### config.mk
export PLATFORM = sky130hd
export DESIGN_NAME = exec_unit_flat
export DESIGN_NICKNAME = d
export VERILOG_FILES = /design/src/rtl/exec_unit_pkg.sv /design/src/rtl/exec_unit_if.sv /design/src/rtl/exec_unit_alu.sv /design/src/rtl/exec_unit.sv /design/src/flat_wrapper.sv
export SDC_FILE = /design/constraint.sdc
export NUM_CORES = 1
export LEC_CHECK = 0
export ABC_AREA = 1
export BUFFER_PORTS_ARGS = -buffer_cell sky130_fd_sc_hd__buf_2
export CAP_MARGIN = 20
export CORE_MARGIN = 1
export CORE_UTILIZATION = 35
export CTS_BUF_LIST = sky130_fd_sc_hd__clkbuf_8
export DETAILED_ROUTE_END_ITERATION = 10
export PLACE_DENSITY = 0.67
export SLEW_MARGIN = 20
export SYNTH_ARGS = -nofsm -noshare
export SYNTH_HDL_FRONTEND = slang
export SYNTH_SLANG_ARGS = --single-unit
### constraint.sdc
create_clock -name clock -period 2.05 [get_ports clock]
set_clock_uncertainty 0.2 [all_clocks]
set_input_delay 0.41 -clock clock [delete_from_list [all_inputs] [get_ports clock]]
set_output_delay 0.41 -clock clock [all_outputs]
set_load 0.02 [all_outputs]
### src/rtl/exec_unit_pkg.sv
// Shared types and widths for the exec_unit instruction executor.
// Optional MUL support is selected with EXEC_UNIT_MUL_EN (see exec_alu).
package exec_unit_pkg;

  localparam int REG_W = 8;
  localparam int SEL_W = 3;

  typedef enum logic [3:0] {
    OP_NOP = 4'd0,
    OP_ADD = 4'd1,
    OP_SUB = 4'd2,
    OP_AND = 4'd3,
    OP_OR  = 4'd4,
    OP_XOR = 4'd5,
    OP_SHL = 4'd6,
    OP_SHR = 4'd7,
    OP_MOV = 4'd8,
    OP_LDI = 4'd9,
    OP_MUL = 4'd10
  } opcode_e;

  typedef enum logic [1:0] {
    S_IDLE = 2'd0,
    S_OPS  = 2'd1,
    S_WB   = 2'd2
  } state_e;

endpackage

### src/rtl/exec_unit_if.sv
// Instruction handshake, register-file ports and status flags of exec_unit.
// slave = the execution unit, master = the instruction source / register file side.
interface exec_unit_if;
  import exec_unit_pkg::*;

  logic             instr_valid;
  logic             instr_ready;
  logic [3:0]       instr_op;
  logic [SEL_W-1:0] instr_rd;
  logic [SEL_W-1:0] instr_rs;
  logic [SEL_W-1:0] instr_rt;
  logic [REG_W-1:0] instr_imm;

  logic [SEL_W-1:0] re_sel_a;
  logic [SEL_W-1:0] re_sel_b;
  logic [REG_W-1:0] re_data_a;
  logic [REG_W-1:0] re_data_b;

  logic [SEL_W-1:0] wr_sel;
  logic [REG_W-1:0] wr_data;
  logic             wr_en;

  logic             flag_z;
  logic             flag_c;
  logic             illegal;

  modport slave (
    input  instr_valid, instr_op, instr_rd, instr_rs, instr_rt, instr_imm,
    input  re_data_a, re_data_b,
    output instr_ready, re_sel_a, re_sel_b,
    output wr_sel, wr_data, wr_en,
    output flag_z, flag_c, illegal
  );

  modport master (
    output instr_valid, instr_op, instr_rd, instr_rs, instr_rt, instr_imm,
    output re_data_a, re_data_b,
    input  instr_ready, re_sel_a, re_sel_b,
    input  wr_sel, wr_data, wr_en,
    input  flag_z, flag_c, illegal
  );

endinterface

### src/rtl/exec_unit_alu.sv
// Combinational datapath for exec_unit: result, flags, write-enable and illegal decode.
// MUL is decoded only when EXEC_UNIT_MUL_EN is defined; otherwise it falls to the illegal path.
module exec_alu
  import exec_unit_pkg::*;
(
  input  logic [3:0]       op_i,
  input  logic [REG_W-1:0] a_i,
  input  logic [REG_W-1:0] b_i,
  input  logic [REG_W-1:0] imm_i,
  input  logic             c_i,
  output logic [REG_W-1:0] result_o,
  output logic             z_o,
  output logic             c_o,
  output logic             we_o,
  output logic             illegal_o
);

  logic [REG_W:0] sum;
`ifdef EXEC_UNIT_MUL_EN
  logic [2*REG_W-1:0] prod;
`endif

  always_comb begin
    sum       = {1'b0, a_i} + {1'b0, b_i};
`ifdef EXEC_UNIT_MUL_EN
    prod      = {{REG_W{1'b0}}, a_i} * {{REG_W{1'b0}}, b_i};
`endif
    result_o  = '0;
    c_o       = c_i;
    we_o      = 1'b1;
    illegal_o = 1'b0;
    case (op_i)
      OP_NOP: we_o = 1'b0;
      OP_ADD: begin
        result_o = sum[REG_W-1:0];
        c_o      = sum[REG_W];
      end
      OP_SUB: begin
        result_o = a_i - b_i;
        c_o      = (a_i < b_i);
      end
      OP_AND: result_o = a_i & b_i;
      OP_OR:  result_o = a_i | b_i;
      OP_XOR: result_o = a_i ^ b_i;
      OP_SHL: begin
        result_o = {a_i[REG_W-2:0], 1'b0};
        c_o      = a_i[REG_W-1];
      end
      OP_SHR: begin
        result_o = {1'b0, a_i[REG_W-1:1]};
        c_o      = a_i[0];
      end
      OP_MOV: result_o = a_i;
      OP_LDI: result_o = imm_i;
`ifdef EXEC_UNIT_MUL_EN
      OP_MUL: begin
        result_o = prod[REG_W-1:0];
        c_o      = |prod[2*REG_W-1:REG_W];
      end
`endif
      default: begin
        we_o      = 1'b0;
        illegal_o = 1'b1;
      end
    endcase
  end

  assign z_o = (result_o == '0);

endmodule

### src/rtl/exec_unit.sv
// Three-cycle instruction executor: accept, operand read/compute, write-back.
// MUL support is compiled in with EXEC_UNIT_MUL_EN.
//
// state  | meaning
// S_IDLE | ready for an instruction; fields latched on accept
// S_OPS  | register file read, ALU result and flags registered at exit
// S_WB   | wr_en / illegal presented for one cycle
module exec_unit
  import exec_unit_pkg::*;
(
  input  logic        clock,
  input  logic        reset_n,
  exec_unit_if.slave  bus
);

  state_e           state_q, state_d;
  logic             accept;

  logic [3:0]       op_q;
  logic [SEL_W-1:0] rd_q, rs_q, rt_q;
  logic [REG_W-1:0] imm_q;
  logic [REG_W-1:0] result_q;
  logic             flag_z_q, flag_c_q;
  logic             we_q, illegal_q;

  logic [REG_W-1:0] alu_result;
  logic             alu_z, alu_c, alu_we, alu_illegal;

  exec_alu u_alu (
    .op_i      (op_q),
    .a_i       (bus.re_data_a),
    .b_i       (bus.re_data_b),
    .imm_i     (imm_q),
    .c_i       (flag_c_q),
    .result_o  (alu_result),
    .z_o       (alu_z),
    .c_o       (alu_c),
    .we_o      (alu_we),
    .illegal_o (alu_illegal)
  );

  always_ff @(posedge clock or negedge reset_n) begin
    if (!reset_n) state_q <= S_IDLE;
    else          state_q <= state_d;
  end

  always_comb begin
    state_d         = state_q;
    accept          = 1'b0;
    bus.instr_ready = 1'b0;
    bus.wr_en       = 1'b0;
    bus.illegal     = 1'b0;
    case (state_q)
      S_IDLE: begin
        bus.instr_ready = 1'b1;
        if (bus.instr_valid) begin
          accept  = 1'b1;
          state_d = S_OPS;
        end
      end
      S_OPS: state_d = S_WB;
      S_WB: begin
        bus.wr_en   = we_q;
        bus.illegal = illegal_q;
        state_d     = S_IDLE;
      end
      default: state_d = S_IDLE;
    endcase
  end

  // Flags only move for writing ops; NOP and illegal opcodes keep them.
  always_ff @(posedge clock or negedge reset_n) begin
    if (!reset_n) begin
      op_q      <= '0;
      rd_q      <= '0;
      rs_q      <= '0;
      rt_q      <= '0;
      imm_q     <= '0;
      result_q  <= '0;
      flag_z_q  <= 1'b0;
      flag_c_q  <= 1'b0;
      we_q      <= 1'b0;
      illegal_q <= 1'b0;
    end else begin
      if (accept) begin
        op_q  <= bus.instr_op;
        rd_q  <= bus.instr_rd;
        rs_q  <= bus.instr_rs;
        rt_q  <= bus.instr_rt;
        imm_q <= bus.instr_imm;
      end
      if (state_q == S_OPS) begin
        result_q  <= alu_result;
        we_q      <= alu_we;
        illegal_q <= alu_illegal;
        if (alu_we) begin
          flag_z_q <= alu_z;
          flag_c_q <= alu_c;
        end
      end
    end
  end

  assign bus.re_sel_a = rs_q;
  assign bus.re_sel_b = rt_q;
  assign bus.wr_sel   = rd_q;
  assign bus.wr_data  = result_q;
  assign bus.flag_z   = flag_z_q;
  assign bus.flag_c   = flag_c_q;

endmodule

### src/flat_wrapper.sv
// flat-port wrapper written by rule: the top's interface ports become plain ports
module exec_unit_flat import exec_unit_pkg::*;
  (clock, reset_n, bus_instr_valid, bus_instr_op, bus_instr_rd, bus_instr_rs, bus_instr_rt, bus_instr_imm, bus_re_data_a, bus_re_data_b, bus_instr_ready, bus_re_sel_a, bus_re_sel_b, bus_wr_sel, bus_wr_data, bus_wr_en, bus_flag_z, bus_flag_c, bus_illegal);
  exec_unit_if bus_i ();
  input  logic clock;
  input  logic reset_n;
  input wire logic [$bits(bus_i.instr_valid)-1:0] bus_instr_valid;
  input wire logic [$bits(bus_i.instr_op)-1:0] bus_instr_op;
  input wire logic [$bits(bus_i.instr_rd)-1:0] bus_instr_rd;
  input wire logic [$bits(bus_i.instr_rs)-1:0] bus_instr_rs;
  input wire logic [$bits(bus_i.instr_rt)-1:0] bus_instr_rt;
  input wire logic [$bits(bus_i.instr_imm)-1:0] bus_instr_imm;
  input wire logic [$bits(bus_i.re_data_a)-1:0] bus_re_data_a;
  input wire logic [$bits(bus_i.re_data_b)-1:0] bus_re_data_b;
  output wire logic [$bits(bus_i.instr_ready)-1:0] bus_instr_ready;
  output wire logic [$bits(bus_i.re_sel_a)-1:0] bus_re_sel_a;
  output wire logic [$bits(bus_i.re_sel_b)-1:0] bus_re_sel_b;
  output wire logic [$bits(bus_i.wr_sel)-1:0] bus_wr_sel;
  output wire logic [$bits(bus_i.wr_data)-1:0] bus_wr_data;
  output wire logic [$bits(bus_i.wr_en)-1:0] bus_wr_en;
  output wire logic [$bits(bus_i.flag_z)-1:0] bus_flag_z;
  output wire logic [$bits(bus_i.flag_c)-1:0] bus_flag_c;
  output wire logic [$bits(bus_i.illegal)-1:0] bus_illegal;
  assign bus_i.instr_valid = bus_instr_valid;
  assign bus_i.instr_op = bus_instr_op;
  assign bus_i.instr_rd = bus_instr_rd;
  assign bus_i.instr_rs = bus_instr_rs;
  assign bus_i.instr_rt = bus_instr_rt;
  assign bus_i.instr_imm = bus_instr_imm;
  assign bus_i.re_data_a = bus_re_data_a;
  assign bus_i.re_data_b = bus_re_data_b;
  assign bus_instr_ready = bus_i.instr_ready;
  assign bus_re_sel_a = bus_i.re_sel_a;
  assign bus_re_sel_b = bus_i.re_sel_b;
  assign bus_wr_sel = bus_i.wr_sel;
  assign bus_wr_data = bus_i.wr_data;
  assign bus_wr_en = bus_i.wr_en;
  assign bus_flag_z = bus_i.flag_z;
  assign bus_flag_c = bus_i.flag_c;
  assign bus_illegal = bus_i.illegal;
  exec_unit u_core (.clock(clock), .reset_n(reset_n), .bus(bus_i));
endmodule
==> out/results.ini <==
[drt]
drc_errors = 0
wl_met3_um = 433
via_count = 3170
wl_met1_um = 4100
wl_um = 9080
vias_per_cell = 4.77
drtIter0Drc = 160
routed.top_layer = met4
dr.pass1.iters = 5
ant_nets = 0
wl_met2_um = 4360
wl_per_cell_um = 13.7

[worst_setup_path]
crit_required_ns = 2.07
start_kind = input pin
end_kind = register
crit_fanout = 3
crit_type = input pin to register
crit_arrival_ns = 2.02

[power]
internal_power_mw = 1.91
p_comb_frac = 0.488
p_seq_frac = 0.315
clockPowerShare = 0.197
peakVddDrop_mv = 0.487
power.leakage_nw = 2.19
p_sw_frac = 0.423
finalPower_mw = 3.30
p_per_area_nw_per_um2 = 847
switchingPower_mw = 1.40

[logic_synthesis]
yosys_register_bits = 35
ys.flop_type = dfrtp_1
synth_top_cells_by_area = dfrtp_1 (30%), nand2_1 (22%), ha_1 (10%)
synth_top_area_frac = 0.303
yosys_warnings = 0
yosysUniqueCellTypes = 26
synthCells = 449
synth_top_area_cell = dfrtp_1
syn-num-nets = 515
yosysMostFrequentCell = nand2_1
yosysSeqAreaShare = 0.303
syn-cell-area_um2 = 2890
syn_area_per_cell_um2 = 6.43
synthArstFlopShare = 1.00
yosys-top-cells-count = nand2_1 (169), inv_1 (56), nand3_1 (49)
synth_edf_count = 0

[status]
outcome = finished clean

[clock_network]
cts_tree = built
htree_levels = 2
cts_root_buf = clkbuf_8
clk_latency_ns = 0.29
clock_sinks = 35
cts_made_buffers = 5
cts.path.max_buffers = 2
path_clk_slew_ns = 0.08

[floorplan]
num_io_pins = 62
rows = 32
die_area_um2 = 8620
die_h_um = 92.9
initial_utilization = 0.368
core_um2 = 7850
die_w_um = 92.9

[grt]
grt_pass1_wl_um = 14800
grt_use_total = 0.221
grt-ovfl-total = 0
antenna_found_initial = 0
grt_pass1_vias = 3102
grt_max_degree = 36

[timing]
timing.fmax_mhz = 499
layout_min_cycle_time_ns = 2.00
hold_violations = 0
post-route-period-util = 0.977
setup_viol = 0
relSlewSlack = 0.709
tightest_slew_ns = 0.434
rsz0062_at_grt = true
finalHoldWorstSlack_ns = 0.107
setup-tns-final_ns = 0
final_max_slew_viol_count = 0

[flow_run]
drv_cap = 0

[layout]
diodes = 0
nets = 627
areaGrowthSynthToFinish_pct = 35.0
drive_above_1_share = 0.278

[place]
globalplace.congestion = 0.923
portBuffers = 61
place_hpwl_um = 7320

[min_path]
hp-class = input pin to register

[placed cells by master, fill, tap and decap left out, types with 9 or more instances in the layout]
cell / netlist / final
buf_4: 0 / 53
nand4_1: 10 / 10
ha_1: 24 / 19
buf_2: 5 / 58
dfrtp_1: 35 / 33
a21oi_1: 9 / 9
inv_1: 56 / 51
nor2_2: 5 / 9
nand3_1: 49 / 48
nor2_1: 38 / 34
nand2_1: 169 / 168
o21ai_0: 17 / 16
[logic make-up (layout without fill, tap and decap cells)]
group / Yosys count / in the layout / synth area share
and+or+nand+nor: 280 / 280 / 0.411
buffers and inverters: 72 / 185 / 0.101
AOI/OAI and AO/OA: 36 / 36 / 0.0671
DFF: 35 / 35 / 0.303
adders and majority gates: 26 / 26 / 0.118
[routing by layer]
metal / vias up / GRT usage
met3: 19 / 0.0304
met1: 1430 / 0.290
met2: 90 / 0.375
met4: 0 / 0.0641
met5: - / 0
li1: 1631 / -
[what timing repair did]
| item | 4_1_cts | 5_1_grt |
|---|---|---|
| buffers inserted | 0 | 3 |
| endpoints found under the setup margin | 0 | 5 |
| hold endpoints to repair | 35 | 0 |
| hold buffers | 1 | 0 |
| resized for setup | 0 | 29 |
[registers in the layout (all words and copies together) (netlist names), 2 cells and up]
signal and count:
u_core.bus.re_sel_a 3, u_core.bus.wr_sel 3, u_core.op_q 4, u_core.bus.re_sel_b 3, u_core.state_q 2, u_core.imm_q 8
u_core.bus.wr_data 8
[critical path, cell delays in order]
cell	delay, ns
buf_6	0.11
inv_4	0.05
ha_4	0.11
inv_2	0.04
fa_2	0.40
buf_6	0.13
nand4_1	0.13
nand3_1	0.09
nand2_1	0.10
nand2_1	0.07
nand2_1	0.07
nand2_1	0.05
nand2_1	0.05
nand3_1	0.06
o21ai_1	0.14
[power by group through the flow]
stage	logic, mW	clock network [mW]	registers (mW)
floorplan	0.778	0	1.20
global placement	1.53	0	1.04
detailed placement	1.54	0	1.05
CTS	1.55	0.658	1.04
global route	1.80	0.690	1.06
finish	1.61	0.651	1.04
[per-stage QoR]
| stage | utilization | area (um^2) | std cells | setup WS [ns] |
|---|---|---|---|---|
| 2_1_floorplan | - | 2890 | 449 | 0.0317 |
| 3_3_place_gp | 0.466 | 3660 | 652 | -0.281 |
| 3_5_place_dp | 0.466 | 3660 | 652 | -0.299 |
| 4_1_cts | 0.482 | 3780 | 661 | 0.000248 |
| 5_1_grt | 0.497 | 3900 | 664 | -0.0469 |
| 6_report | 0.497 | 3900 | 664 | 0.0465 |
[worst paths after layout]
check	from	to	slack [ns]	cells after the start
max	bus_re_data_a[0]	u_core.bus.flag_c$_DFFE_PN0P_	0.05	15
min	bus_instr_imm[3]	u_core.imm_q[3]$_DFFE_PN0P_	0.11	3
max reg2reg	u_core.op_q[1]$_DFFE_PN0P_	u_core.bus.flag_z$_DFFE_PN0P_	0.06	11
min reg2reg	u_core.bus.re_sel_a[2]$_DFFE_PN0P_	u_core.bus.re_sel_a[2]$_DFFE_PN0P_	0.28	2
max in group asynchronous	reset_n	u_core.op_q[0]$_DFFE_PN0P_	0.82	3
min in group asynchronous	reset_n	u_core.bus.re_sel_a[0]$_DFFE_PN0P_	0.49	3
[final cells by class]
cell class,instances,area [um^2]
clock buffers,6,82.6
clock inverters,2,35.0
fillers,827,3950
inverters,61,235
multi-input cells,342,1790
flip-flops and latches,35,878
well taps,102,128
repair buffers,116,756
Power figures use the tool's default switching activity.
